[config.mk]
export PLATFORM = sky130hd
export DESIGN_NAME = uart_tx_fifo
export DESIGN_NICKNAME = d
export VERILOG_FILES = /design/src/rtl/uart_tx_fifo.sv
export SDC_FILE = /design/constraint.sdc
export NUM_CORES = 1
export LEC_CHECK = 0
export CORE_UTILIZATION = 30
export CTS_BUF_LIST = sky130_fd_sc_hd__clkbuf_2 sky130_fd_sc_hd__clkbuf_4 sky130_fd_sc_hd__clkbuf_8
export CTS_CLUSTER_DIAMETER = 60
export DETAILED_ROUTE_END_ITERATION = 10
export PLACE_DENSITY = 0.47
export SKIP_CTS_REPAIR_TIMING = 1
export SLEW_MARGIN = 20
export SYNTH_ARGS = -nofsm -noshare
export SYNTH_HDL_FRONTEND = slang
export SYNTH_SLANG_ARGS = --single-unit
[constraint.sdc]
create_clock -name tx_clk -period 5.3 [get_ports tx_clk]
set_input_delay 1.59 -clock tx_clk [delete_from_list [all_inputs] [get_ports tx_clk]]
set_output_delay 1.59 -clock tx_clk [all_outputs]
set_load 0.01 [all_outputs]
[src/rtl/uart_tx_fifo.sv]
// Transmit byte FIFO plus launch sequencer for the UART transmitter.
// Bytes written on wr_en are queued in a circular buffer. They are then handed to the
// transmitter one at a time through the tx_start/tx_din/tx_done handshake.
module uart_tx_fifo #(
    parameter int unsigned DEPTH      = 16,
    parameter int unsigned DATA_WIDTH = 8
) (
    input  logic                         tx_clk,
    input  logic                         tx_rst,
    input  logic                         wr_en,
    input  logic [DATA_WIDTH-1:0]        wr_data,
    output logic                         full,
    output logic                         empty,
    output logic [$clog2(DEPTH+1)-1:0]   count,
    output logic                         overflow,
    output logic                         busy,
    output logic                         tx_start,
    output logic [DATA_WIDTH-1:0]        tx_din,
    input  logic                         tx_done
);

    localparam int unsigned PtrW = $clog2(DEPTH);
    localparam int unsigned CntW = $clog2(DEPTH + 1);

    typedef enum logic [1:0] {
        StIdle,
        StStart,
        StWaitDone,
        StWaitLow
    } state_e;

    state_e                state_q, state_d;
    logic [PtrW-1:0]       rd_ptr_q, rd_ptr_d;
    logic [PtrW-1:0]       wr_ptr_q, wr_ptr_d;
    logic [CntW-1:0]       count_q, count_d;
    logic [DATA_WIDTH-1:0] tx_din_q, tx_din_d;
    logic                  overflow_q, overflow_d;
    logic [DATA_WIDTH-1:0] mem [DEPTH];

    logic push;
    logic pop;

    // Flags are decoded from the registered count, so a pop never frees space in its own cycle
    assign full     = (count_q == CntW'(DEPTH));
    assign empty    = (count_q == '0);
    assign count    = count_q;
    assign overflow = overflow_q;
    assign tx_start = (state_q == StStart);
    assign tx_din   = tx_din_q;
    assign busy     = (state_q != StIdle) || !empty;

    assign push = wr_en && !full;

    // Launch sequencer next state; the pop happens on the IDLE -> START transition
    always_comb begin
        state_d = state_q;
        pop     = 1'b0;
        unique case (state_q)
            StIdle: begin
                if (!empty) begin
                    pop     = 1'b1;
                    state_d = StStart;
                end
            end
            StStart: begin
                state_d = StWaitDone;
            end
            StWaitDone: begin
                if (tx_done) begin
                    state_d = StWaitLow;
                end
            end
            StWaitLow: begin
                // A stretched done level must drop before the next byte can launch
                if (!tx_done) begin
                    state_d = StIdle;
                end
            end
        endcase
    end

    // Pointer, occupancy, output byte and overflow next-state
    always_comb begin
        rd_ptr_d   = rd_ptr_q;
        wr_ptr_d   = wr_ptr_q;
        count_d    = count_q;
        tx_din_d   = tx_din_q;
        overflow_d = wr_en && full;
        if (push) begin
            wr_ptr_d = wr_ptr_q + PtrW'(1);
        end
        if (pop) begin
            rd_ptr_d = rd_ptr_q + PtrW'(1);
            tx_din_d = mem[rd_ptr_q];
        end
        if (push && !pop) begin
            count_d = count_q + CntW'(1);
        end else if (pop && !push) begin
            count_d = count_q - CntW'(1);
        end
    end

    // State registers with synchronous reset
    always_ff @(posedge tx_clk) begin
        if (tx_rst) begin
            state_q    <= StIdle;
            rd_ptr_q   <= '0;
            wr_ptr_q   <= '0;
            count_q    <= '0;
            tx_din_q   <= '0;
            overflow_q <= 1'b0;
        end else begin
            state_q    <= state_d;
            rd_ptr_q   <= rd_ptr_d;
            wr_ptr_q   <= wr_ptr_d;
            count_q    <= count_d;
            tx_din_q   <= tx_din_d;
            overflow_q <= overflow_d;
        end
    end

    // Storage array; contents need no reset since count gates every read
    always_ff @(posedge tx_clk) begin
        if (!tx_rst && push) begin
            mem[wr_ptr_q] <= wr_data;
        end
    end

endmodule

# Word-level counts from Yosys, hierarchy flattened

Memories as Yosys holds them, arrays and structs flattened. A register that Yosys moved wholly into a read port is not among the register bits.
Index checks and enable logic that the tools add are counted.

Register bits after elaboration: 16
Bits in writable memories: 128
Word-level logic and storage cells: 43
Memories: 1

Add/sub/neg operators: 4
Eq/ne operators: 7
Multiplexer cells: 10
Reduce and logical (&&, ||, !) cells: 16

Memory list:

| name | words | bits a word | read ports | clocked after memory_dff | write ports | RTL line | text |
|---|---|---|---|---|---|---|---|
| mem  | 16    | 8           | 1          | 1                        | 1           | 38       | `logic [DATA_WIDTH-1:0] mem [DEPTH];` |

Operator list:

| operator                                                               | number |
|---|---|
| 5-bit 2-to-1 mux                                                       | 2 |
| 4-bit by 1-bit adder with 4-bit output (second input constant)         | 2 |
| 2-bit one-hot mux with 4 select lines                                  | 1 |
| 2-bit 2-to-1 mux                                                       | 3 |
| 2-bit inequality test (second input constant)                          | 3 |
| 5-bit by 1-bit adder with 5-bit output (second input constant)         | 1 |
| 5-bit equality test (second input constant)                            | 1 |
| 1-bit logical AND                                                      | 5 |
| 1-bit logical NOT                                                      | 5 |
| 5-bit logical NOT                                                      | 1 |
| 5-bit by 1-bit subtractor with 5-bit output (second input constant)    | 1 |
| 2-bit equality test (second input constant)                            | 2 |
| 1-bit 2-to-1 mux                                                       | 4 |
| 2-bit nonzero test                                                     | 2 |
| 3-bit AND reduction                                                    | 1 |
| 2-bit by 1-bit equality test with 1-bit output (second input constant) | 1 |
| 2-bit logical NOT                                                      | 1 |
| 1-bit logical OR                                                       | 1 |

# Logic depth before layout (Yosys ltp)

Depth in word-level cells: 7
Gate-level depth with buffers: 12

# Worst setup path before layout

OpenSTA, ideal clock, no wires.

Kind: input-to-reg
Start point: in wr_en
End point: reg count_q[4] (netlist: count[4])
Setup time: 121 ps
Data arrival time: 3437 ps
Data required time: 5179 ps
Setup slack: 1742 ps
Stages on the path: 9
Path buffers: 0
Cells stage by stage: inv_1 > a21oi_1 > ha_1 > inv_1 > fa_1 > a21o_1 > a21oi_1 > mux2i_1 > mux2_2

Word-level cells in the longest chain between the ends: 4
Elaborated cells between the ends (all ways): 6
Those cells by class: 1 x mux; 5 x reduce/logical

RTL lines:

| what                         | RTL line | text |
|---|---|---|
| from (decl)                  | 10       | `input logic wr_en,` |
| 1-bit logical AND *          | 52       | `assign push = wr_en && !full;` |
| via push                     | 40       | `logic push;` |
| 1-bit logical NOT            | 98       | `end else if (pop && !push) begin` |
| 1-bit logical AND            | 98       |  |
| 2-bit nonzero test (no line) | -        |  |
| to (signal assigned)         | 116      | `count_q <= count_d;` |
| to (decl)                    | 35       | `logic [CntW-1:0] count_q, count_d;` |

Mark *: on every way through the listed nets, which the timed path passes. The rest lies on a longest branch.
A chain may end at the register's enable or synchronous reset.

# Final worst setup path

Ends and elaborated chain as after synthesis.

==> flow_metrics.env <==
export IMPL_wl_per_cell_um=19.22
export IMPL_antenna_cells_inserted=0
export IMPL_drt_initial_drc_count=227
export IMPL_grt_pass1_vias=3307
export IMPL_die_x_um=145.3
export IMPL_synth_area_leaders="edfxtp_1, dfxtp_1, mux2i_1"
export IMPL_critPathKind="primary input to flip-flop"
export IMPL_finalSetupViolations=0
export IMPL_max_freq_ghz=0.2562
export IMPL_synth_edff_count=128
export IMPL_period_needed_ns=3.903
export IMPL_grt_pass1_wl_um=20700
export IMPL_dp_hpwl_um=8678
export IMPL_drive_gt1_frac=0.1368
export IMPL_num_rows=52
export IMPL_rsz0062_at_grt="false"
export IMPL_crit_arrival_ns=4.23
export IMPL_vias=3214
export IMPL_yosysSeqAreaShare=0.7019
export IMPL_coreArea_sq_um=20170
export IMPL_max_slew_margin=0.4616
export IMPL_io_buffer_count=29
export IMPL_ant_nets=0
export IMPL_final_seq_area_sq_um=4325
export IMPL_num_io_pins=30
export IMPL_outcome="completed"
export IMPL_die_area_sq_um=21110
export IMPL_routed_wl_um=13340
export IMPL_dieHeight_um=145.3
export IMPL_root_buffer="clkbuf_8"
export IMPL_p_leak_nw=2.245
export IMPL_synth_async_reset_ratio=0
export IMPL_period_share=0.7363
export IMPL_grt_max_degree=28
export IMPL_maxSlewViolCount=0
export IMPL_cap_violations=0
export IMPL_antenna_found_initial=0
export IMPL_switching_share=0.2922
export IMPL_path_max_fanout=5
export IMPL_syn_area_per_cell_sq_um=16.26
export IMPL_n_fill_cell=1910
export IMPL_cts_path_max_buffers=2
export IMPL_ys_warn_count=0
export IMPL_dp_cells=664
export IMPL_clk_pin_slew_worst_paths_ns=0.08
export IMPL_tightest_slew_ns=0.8075
export IMPL_p_per_area_nw_per_um2=445.8
export IMPL_endpoint_kind="flip-flop"
export IMPL_syn_num_nets=405
export IMPL_p_int_w=0.002254
export IMPL_nNetsFinal=439
export IMPL_gp_congestion=0.7611
export IMPL_finalNonFillerCells=694
export IMPL_cts_tree="built"
export IMPL_required_ns=5.63
export IMPL_synth_seq_cells=152
export IMPL_p_sw_w=0.0009304
export IMPL_grt_usage=0.1346
export IMPL_synth_area_sq_um=6161
export IMPL_via_per_inst=4.631
export IMPL_seqPwrFrac=0.452
export IMPL_cts_buffers=17
export IMPL_comb_power_share=0.262
export IMPL_timing_setup_tns_ns=0
export IMPL_clock_sinks=152
export IMPL_startpoint_type="primary input"
export IMPL_synth_top_area_frac=0.6239
export IMPL_multi_input_area_sq_um=1707
export IMPL_utilization=0.3542
export IMPL_drcViolationCount=0
export IMPL_final_hold_violation_count=0
export IMPL_syn_inst=379
export IMPL_start_util=0.3055
export IMPL_finClkSkew_ns=0.007324
export IMPL_clock_insertion_delay_worst_skew_ns=0.44
export IMPL_final_cell_mix="edfxtp_1, nor2_1, mux2i_1"
export IMPL_ys_types=37
export IMPL_cts_htree_levels=4
export IMPL_finalPower_w=0.003185
export IMPL_firstDrtPassIters=4
export IMPL_ys_flop_type="edfxtp_1"
export IMPL_vdd_drop_max_mv=0.1344
export IMPL_syn2layout_area_growth_pct=15.94
export IMPL_grt_ovfl_total=0
export IMPL_final_common_cell="edfxtp_1"
export IMPL_clockPowerShare=0.287
export IMPL_synth_top_area_cell="edfxtp_1"
export IMPL_min_path_type="flip-flop to flip-flop"
flip-flops by register name, summed over array words and instances, names as in the netlist:
register and count:
tx_din 8, count 5, wr_ptr_q 4, state_q 2, rd_ptr_q 4, overflow 1, mem 128
metrics by stage:
stage               hold slack [ns]  worst slack (ns)  area, sq um
floorplan                    0.5080             1.742         6161
CTS                          0.5077             1.368         7143
global placement             0.5048             1.090         6743
finish                       0.5055             1.397         7143
detailed placement           0.4961            0.9845         6743
global route                 0.5362             1.224         7143
cell usage after synthesis (2+ instances only):
cell,count
nor3_1,5
buf_4,2
mux2_2,2
a21oi_1,4
dfxtp_1,24
nor2b_1,2
a311oi_1,8
mux4_2,16
buf_2,11
mux2i_1,37
xor2_1,5
nand2_1,6
o22ai_1,16
nor2_1,48
nand3_1,2
a211oi_1,3
xnor2_1,4
edfxtp_1,128
a22oi_1,8
ha_1,13
nand3b_1,2
o211ai_2,3
clkbuf_1,6
nand2b_1,2
a21o_1,2
inv_1,8
buf_1,2
critical path: stages:
cell             delay [ns]
clkdlybuf4s50_1        0.50
inv_1                  0.08
a21oi_1                0.32
ha_1                   0.23
inv_1                  0.11
fa_1                   0.43
a21o_1                 0.18
a21oi_1                0.21
mux2i_1                0.23
mux2_2                 0.35
metal layers:
layer / share of wire / global-route usage / wire, um / vias up
met4: 0.011 / 0.04421 / 142 / 0
li1: - / - / - / 1528
met2: 0.46 / 0.2050 / 6170 / 53
met1: 0.50 / 0.1874 / 6663 / 1624
met3: 0.027 / 0.03428 / 358 / 9
met5: 0 / 0 / 0 / -
power by group through the flow:
stage | sequential [W] | combinational (W) | clock (W)
floorplan | 0.00146 | 0.000580 | 0
global placement | 0.00146 | 0.000840 | 0
detailed placement | 0.00147 | 0.000849 | 0
CTS | 0.00144 | 0.000852 | 0.000938
global route | 0.00145 | 0.000928 | 0.000986
finish | 0.00144 | 0.000834 | 0.000913
worst paths after layout:
path                                start   endpoint  slack, ns  depth (start not counted)
worst max-delay path                wr_en   count[4]       1.40                         10
worst min-delay path            tx_din[0]  tx_din[0]       0.51                          2
worst max register to register   count[4]   count[4]       2.15                         10
worst min register to register  tx_din[0]  tx_din[0]       0.51                          2
area by class of cell:
type                            instances  share of cell area
Clock buffer                           18             0.03381
Clock inverter                         12             0.02225
Multi-Input combinational cell        198              0.2389
Tap cell                              270             0.04729
Sequential cell                       152              0.6055
Timing Repair Buffer                   36             0.04799
Inverter                                8            0.004204
kinds of logic after synthesis:
logic type               after synthesis  share of synthesized area
multiplexers                          55                     0.1223
flip-flops                           152                     0.7019
adder cells (fa/ha/maj)               14                    0.02965
buffers and inverters                 29                    0.02112
XOR/XNOR                               9                    0.01279
AND/OR/NAND/NOR                       73                    0.05422
AO/OA/AOI/OAI                         47                    0.05809
(Power assumes the default switching activity.)
